## config.mk

```make
export PLATFORM = sky130hd
export DESIGN_NAME = fft16_output_serializer
export DESIGN_NICKNAME = d
export VERILOG_FILES = /design/src/rtl/fft16_pkg.sv /design/src/rtl/fft16_output_serializer.sv
export SDC_FILE = /design/constraint.sdc
export NUM_CORES = 1
export LEC_CHECK = 0
export ABC_CLOCK_PERIOD_IN_PS = 30100
export BUFFER_PORTS_ARGS = -buffer_cell sky130_fd_sc_hd__buf_2
export CAP_MARGIN = 20
export CORE_AREA = 2 2 217 219
export DETAILED_ROUTE_END_ITERATION = 6
export DIE_AREA = 0 0 219 221
export PLACE_DENSITY = 0.85
export SLEW_MARGIN = 5
export SYNTH_ARGS = -nofsm -noshare
export SYNTH_HDL_FRONTEND = slang
export SYNTH_SLANG_ARGS = --single-unit
```

## constraint.sdc

```tcl
create_clock -name clock -period 30.1 [get_ports clock]
set_input_delay 1.505 -clock clock [delete_from_list [all_inputs] [get_ports clock]]
set_output_delay 1.505 -clock clock [all_outputs]
set_load 0.02 [all_outputs]
```

## src/rtl/fft16_pkg.sv

```systemverilog
`default_nettype none
// +----------------------------------------------------------------------+
// | fft16_pkg: shared constants, FSM encodings and lane slicing for the  |
// | 16-point FFT datapath.                          Revision: 1.0        |
// +----------------------------------------------------------------------+
package fft16_pkg;

  localparam int DW    = 16;
  localparam int NPTS  = 16;
  localparam int IDX_W = 4;

  localparam logic [1:0] ST_IDLE   = 2'd0;
  localparam logic [1:0] ST_WAIT   = 2'd1;
  localparam logic [1:0] ST_STREAM = 2'd2;

  function automatic logic [DW-1:0] lane(input logic [DW*NPTS-1:0] bus, input int i);
    return bus[DW*i +: DW];
  endfunction

endpackage
`default_nettype wire

```

## src/rtl/fft16_output_serializer.sv

```systemverilog
`default_nettype none
// +----------------------------------------------------------------------+
// | fft16_output_serializer: captures the wide FFT result after a fixed  |
// | latency and streams the bins over valid/ready.  Revision: 1.0        |
// +----------------------------------------------------------------------+
module fft16_output_serializer #(
  parameter int DW          = fft16_pkg::DW,
  parameter int NPTS        = fft16_pkg::NPTS,
  parameter int LATENCY     = 16,
  parameter int SCALE_SHIFT = 0
) (
  input  logic                          clock,
  input  logic                          reset_n,
  input  logic                          en,
  input  logic                          frame_start,
  input  logic [DW*NPTS-1:0]            x_bus,
  input  logic [DW*NPTS-1:0]            y_bus,
  output logic                          out_valid,
  input  logic                          out_ready,
  output logic signed [DW-1:0]          x_out,
  output logic signed [DW-1:0]          y_out,
  output logic [fft16_pkg::IDX_W-1:0]   out_index,
  output logic                          out_last,
  output logic                          busy,
  output logic                          overrun
);

  import fft16_pkg::*;

  localparam int               CNT_W    = 8;
  localparam logic [IDX_W-1:0] LAST_IDX = IDX_W'(NPTS - 1);

  logic [1:0]       state;
  logic [CNT_W-1:0] cnt;
  logic [DW-1:0]    bank_x [NPTS];
  logic [DW-1:0]    bank_y [NPTS];

  logic xfer;
  logic final_xfer;

  assign out_valid  = (state == ST_STREAM);
  assign busy       = (state != ST_IDLE);
  assign out_last   = out_valid && (out_index == LAST_IDX);
  assign xfer       = en && out_valid && out_ready;
  assign final_xfer = xfer && (out_index == LAST_IDX);

  // A start is only accepted from IDLE or on the very last transfer of a frame.
  assign overrun = en && frame_start &&
                   ((state == ST_WAIT) || ((state == ST_STREAM) && !final_xfer));

  assign x_out = $signed(bank_x[out_index]) >>> SCALE_SHIFT;
  assign y_out = $signed(bank_y[out_index]) >>> SCALE_SHIFT;

  always_ff @(posedge clock) begin
    if (!reset_n) begin
      state     <= ST_IDLE;
      cnt       <= '0;
      out_index <= '0;
      for (int i = 0; i < NPTS; i++) begin
        bank_x[i] <= '0;
        bank_y[i] <= '0;
      end
    end else if (en) begin
      case (state)
        ST_IDLE: begin
          if (frame_start) begin
            state <= ST_WAIT;
            cnt   <= CNT_W'(LATENCY - 1);
          end
        end
        ST_WAIT: begin
          if (cnt != '0) begin
            cnt <= cnt - 1'b1;
          end else begin
            for (int i = 0; i < NPTS; i++) begin
              bank_x[i] <= lane(x_bus, i);
              bank_y[i] <= lane(y_bus, i);
            end
            out_index <= '0;
            state     <= ST_STREAM;
          end
        end
        ST_STREAM: begin
          if (final_xfer) begin
            out_index <= '0;
            if (frame_start) begin
              state <= ST_WAIT;
              cnt   <= CNT_W'(LATENCY - 1);
            end else begin
              state <= ST_IDLE;
            end
          end else if (xfer) begin
            out_index <= out_index + 1'b1;
          end
        end
        default: state <= ST_IDLE;
      endcase
    end
  end

endmodule
`default_nettype wire

```

==> metrics.cfg <==
[setup_path]
critical_path_arrival_ns = 3.71
end_kind = primary output
crit_type = reg -> out
critPathMaxFanout = 47
required_ns = 28.60
critPathLaunchType = register

[timing]
tns_ns = 0
tightest_slew_ns = 1.18
clock-skew-final_ns = 0.0130
period_needed_ns = 5.21
fmax_ghz = 0.192
slew_viol_final = 0
finalSetupViolations = 0
finalHoldViolations = 0
fin_crit_sh_pct = 17.3
slew_headroom_pct = 21.2
rsz0062_at_grt = false

[floorplanning]
initial_core_util_pct = 52.0
io_pins = 557
dieArea_mm2 = 0.0484
dieHeight_um = 221
num_rows = 79
core-area_mm2 = 0.0461
die_w_um = 219

[yosys]
synth-async-reset-ratio_pct = 0
synth.cell_area_mm2 = 0.0240
syn-num-nets = 1929
ys_ff_latch = 530
synthCells = 1404
ys_warn_count = 0
syn_avg_cell_area_um2 = 17.1
synth_top_flop_cell = edfxtp_1
synth.distinct_cells = 49
synth-edff-count = 512
yosysSeqAreaShare_pct = 65.6

[pwr]
power_frac_seq_pct = 53.7
p_sw_share_pct = 22.1
p_int_mw = 1.27
combPwrFrac_pct = 7.4
pwr-share-clk_pct = 38.9
power_switching_uw = 360
p_leak_nw = 11.3
p_per_area_mw_per_mm2 = 56.4
irDropWorstVdd_mv = 0.0471

[finish]
drive_gt1_share_pct = 38.5
nNetsFinal = 2460
final_common_cell = buf_2
final_cell_mix = buf_2 (555), and2_1 (514), edfxtp_1 (512), mux4_2 (110), clkbuf_16 (55)
postLayoutCoreUtil_pct = 62.7
synthToLayoutAreaGrowth_pct = 20.4

[drt]
routed_wl_um = 63000
drt_iter0_markers = 1665
antenna_left = 0
wl_per_cell_um = 24.1
vias_per_cell = 5.65
drc = 0
firstDrtPassIters = 5
vias = 14800

[grt]
grt_use_total_pct = 25.9
grt_max_degree = 204
antenna_found_initial = 35
grt.overflow.total = 0
grt_pass1_wl_um = 92300
grt_pass1_vias = 15300

[place]
port-buffer-count = 556
gp_congestion = 0.877
dp_hpwl_um = 44000

[clock_tree]
clkSinkCount = 530
clock_latency_ns = 0.59
cts_root_buf = clkbuf_16
numCtsBuffers = 55
cts_hold_buf = 0
cts_resized = 0
h-tree-depth = 2
path_clk_slew_ns = 0.06
clockBufferDepth = 3
tritoncts = built
post-cts-setup-buffers = 0

[run_status]
outcome = finished, final reports clean

[hold_path]
hold_class = reg -> reg

[run]
max_cap_violations = 0

final timing paths:
check / from / end / slack, ns / depth (start not counted)
min reg2reg: cnt[4] / cnt[4] / 0.54 / 2
max: register / x_out[9] / 24.89 / 4
min: cnt[4] / cnt[4] / 0.54 / 2
max reg2reg: state[1] / bank_x[10][8] / 25.89 / 6
critical path, stage by stage, from the launching register on:
cell	delay, ns
dfxtp_4	0.80
buf_4	0.83
mux4_1	0.74
mux4_2	0.49
buf_2	0.18
synthesized netlist by cell type (all sizes together) (2+ instances only):
| master | number | area share [%] |
|---|---|---|
| and3 | 2 | 0.052 |
| nor2 | 10 | 0.17 |
| nor3 | 5 | 0.13 |
| a311oi | 3 | 0.11 |
| ha | 8 | 0.42 |
| nand2 | 9 | 0.14 |
| a211oi | 4 | 0.13 |
| a22o | 2 | 0.073 |
| mux4 | 160 | 16 |
| a2111oi | 2 | 0.073 |
| inv | 10 | 0.16 |
| a21oi | 7 | 0.15 |
| buf | 23 | 0.91 |
| o31ai | 2 | 0.063 |
| nand2b | 5 | 0.13 |
| and2 | 514 | 13 |
| clkbuf | 72 | 1.3 |
| nand3 | 4 | 0.084 |
| nand4 | 5 | 0.13 |
| a21boi | 2 | 0.063 |
| a31oi | 5 | 0.13 |
| or3 | 3 | 0.099 |
| dfxtp | 18 | 1.5 |
| o21ai | 2 | 0.042 |
| o22ai | 2 | 0.052 |
| edfxtp | 512 | 64 |
power by group through the flow:
stage / sequential, mW / clock, mW / combinational [mW]
final: 0.875 / 0.633 / 0.121
after global routing: 0.878 / 0.666 / 0.131
after CTS: 0.875 / 0.638 / 0.120
after detailed placement: 0.890 / 0 / 0.120
after global placement: 0.886 / 0 / 0.116
after floorplan: 0.906 / 0 / 0.0632
layer usage:
metal	GRT usage (%)	up-vias	wire, um
met5	0	-	41
met4	12.7	6	2960
met3	5.20	195	5400
met2	40.1	853	29900
met1	35.5	7285	24600
li1	-	6426	-
area by class of cell:
cell class,instances,area [um^2]
inverters,10,37.5
repair buffers,569,2930
clock inverters,30,203
diodes,30,75.1
multi-input cells,769,7690
well taps,607,759
flip-flops and latches,530,15700
fillers,3251,17200
clock buffers,70,1430
sequential cells by signal, summed over array words and instances (netlist names), named ones only:
| register | count |
|---|---|
| bank_x | 256 |
| state | 2 |
| cnt | 8 |
| bank_y | 256 |
| out_index | 4 |
cells by family (layout without fill, tap and decap cells):
kind of cell	Yosys count	in the layout	share of synthesized area (%)
buffers and inverters	105	679	2.35
adder cells (fa/ha/maj)	8	8	0.418
AO/OA/AOI/OAI	41	41	1.32
AND/OR/NAND/NOR	560	560	14.5
other	0	30	0
flip-flops	530	530	65.6
multiplexers	160	160	15.8
per-stage QoR:
step / power [mW] / setup slack, ns / hold slack (ns) / std cells / cell area (um^2)
after floorplan: 0.969 / 16.17 / 0.474 / 1404 / 24000
after global placement: 1.00 / 25.46 / 0.489 / 2484 / 27100
after detailed placement: 1.01 / 25.31 / 0.514 / 2484 / 27100
after CTS: 1.63 / 24.80 / 0.523 / 2584 / 28800
after global routing: 1.68 / 24.71 / 0.569 / 2614 / 28900
final: 1.63 / 24.89 / 0.539 / 2615 / 28900
(Power assumes the default switching activity.)
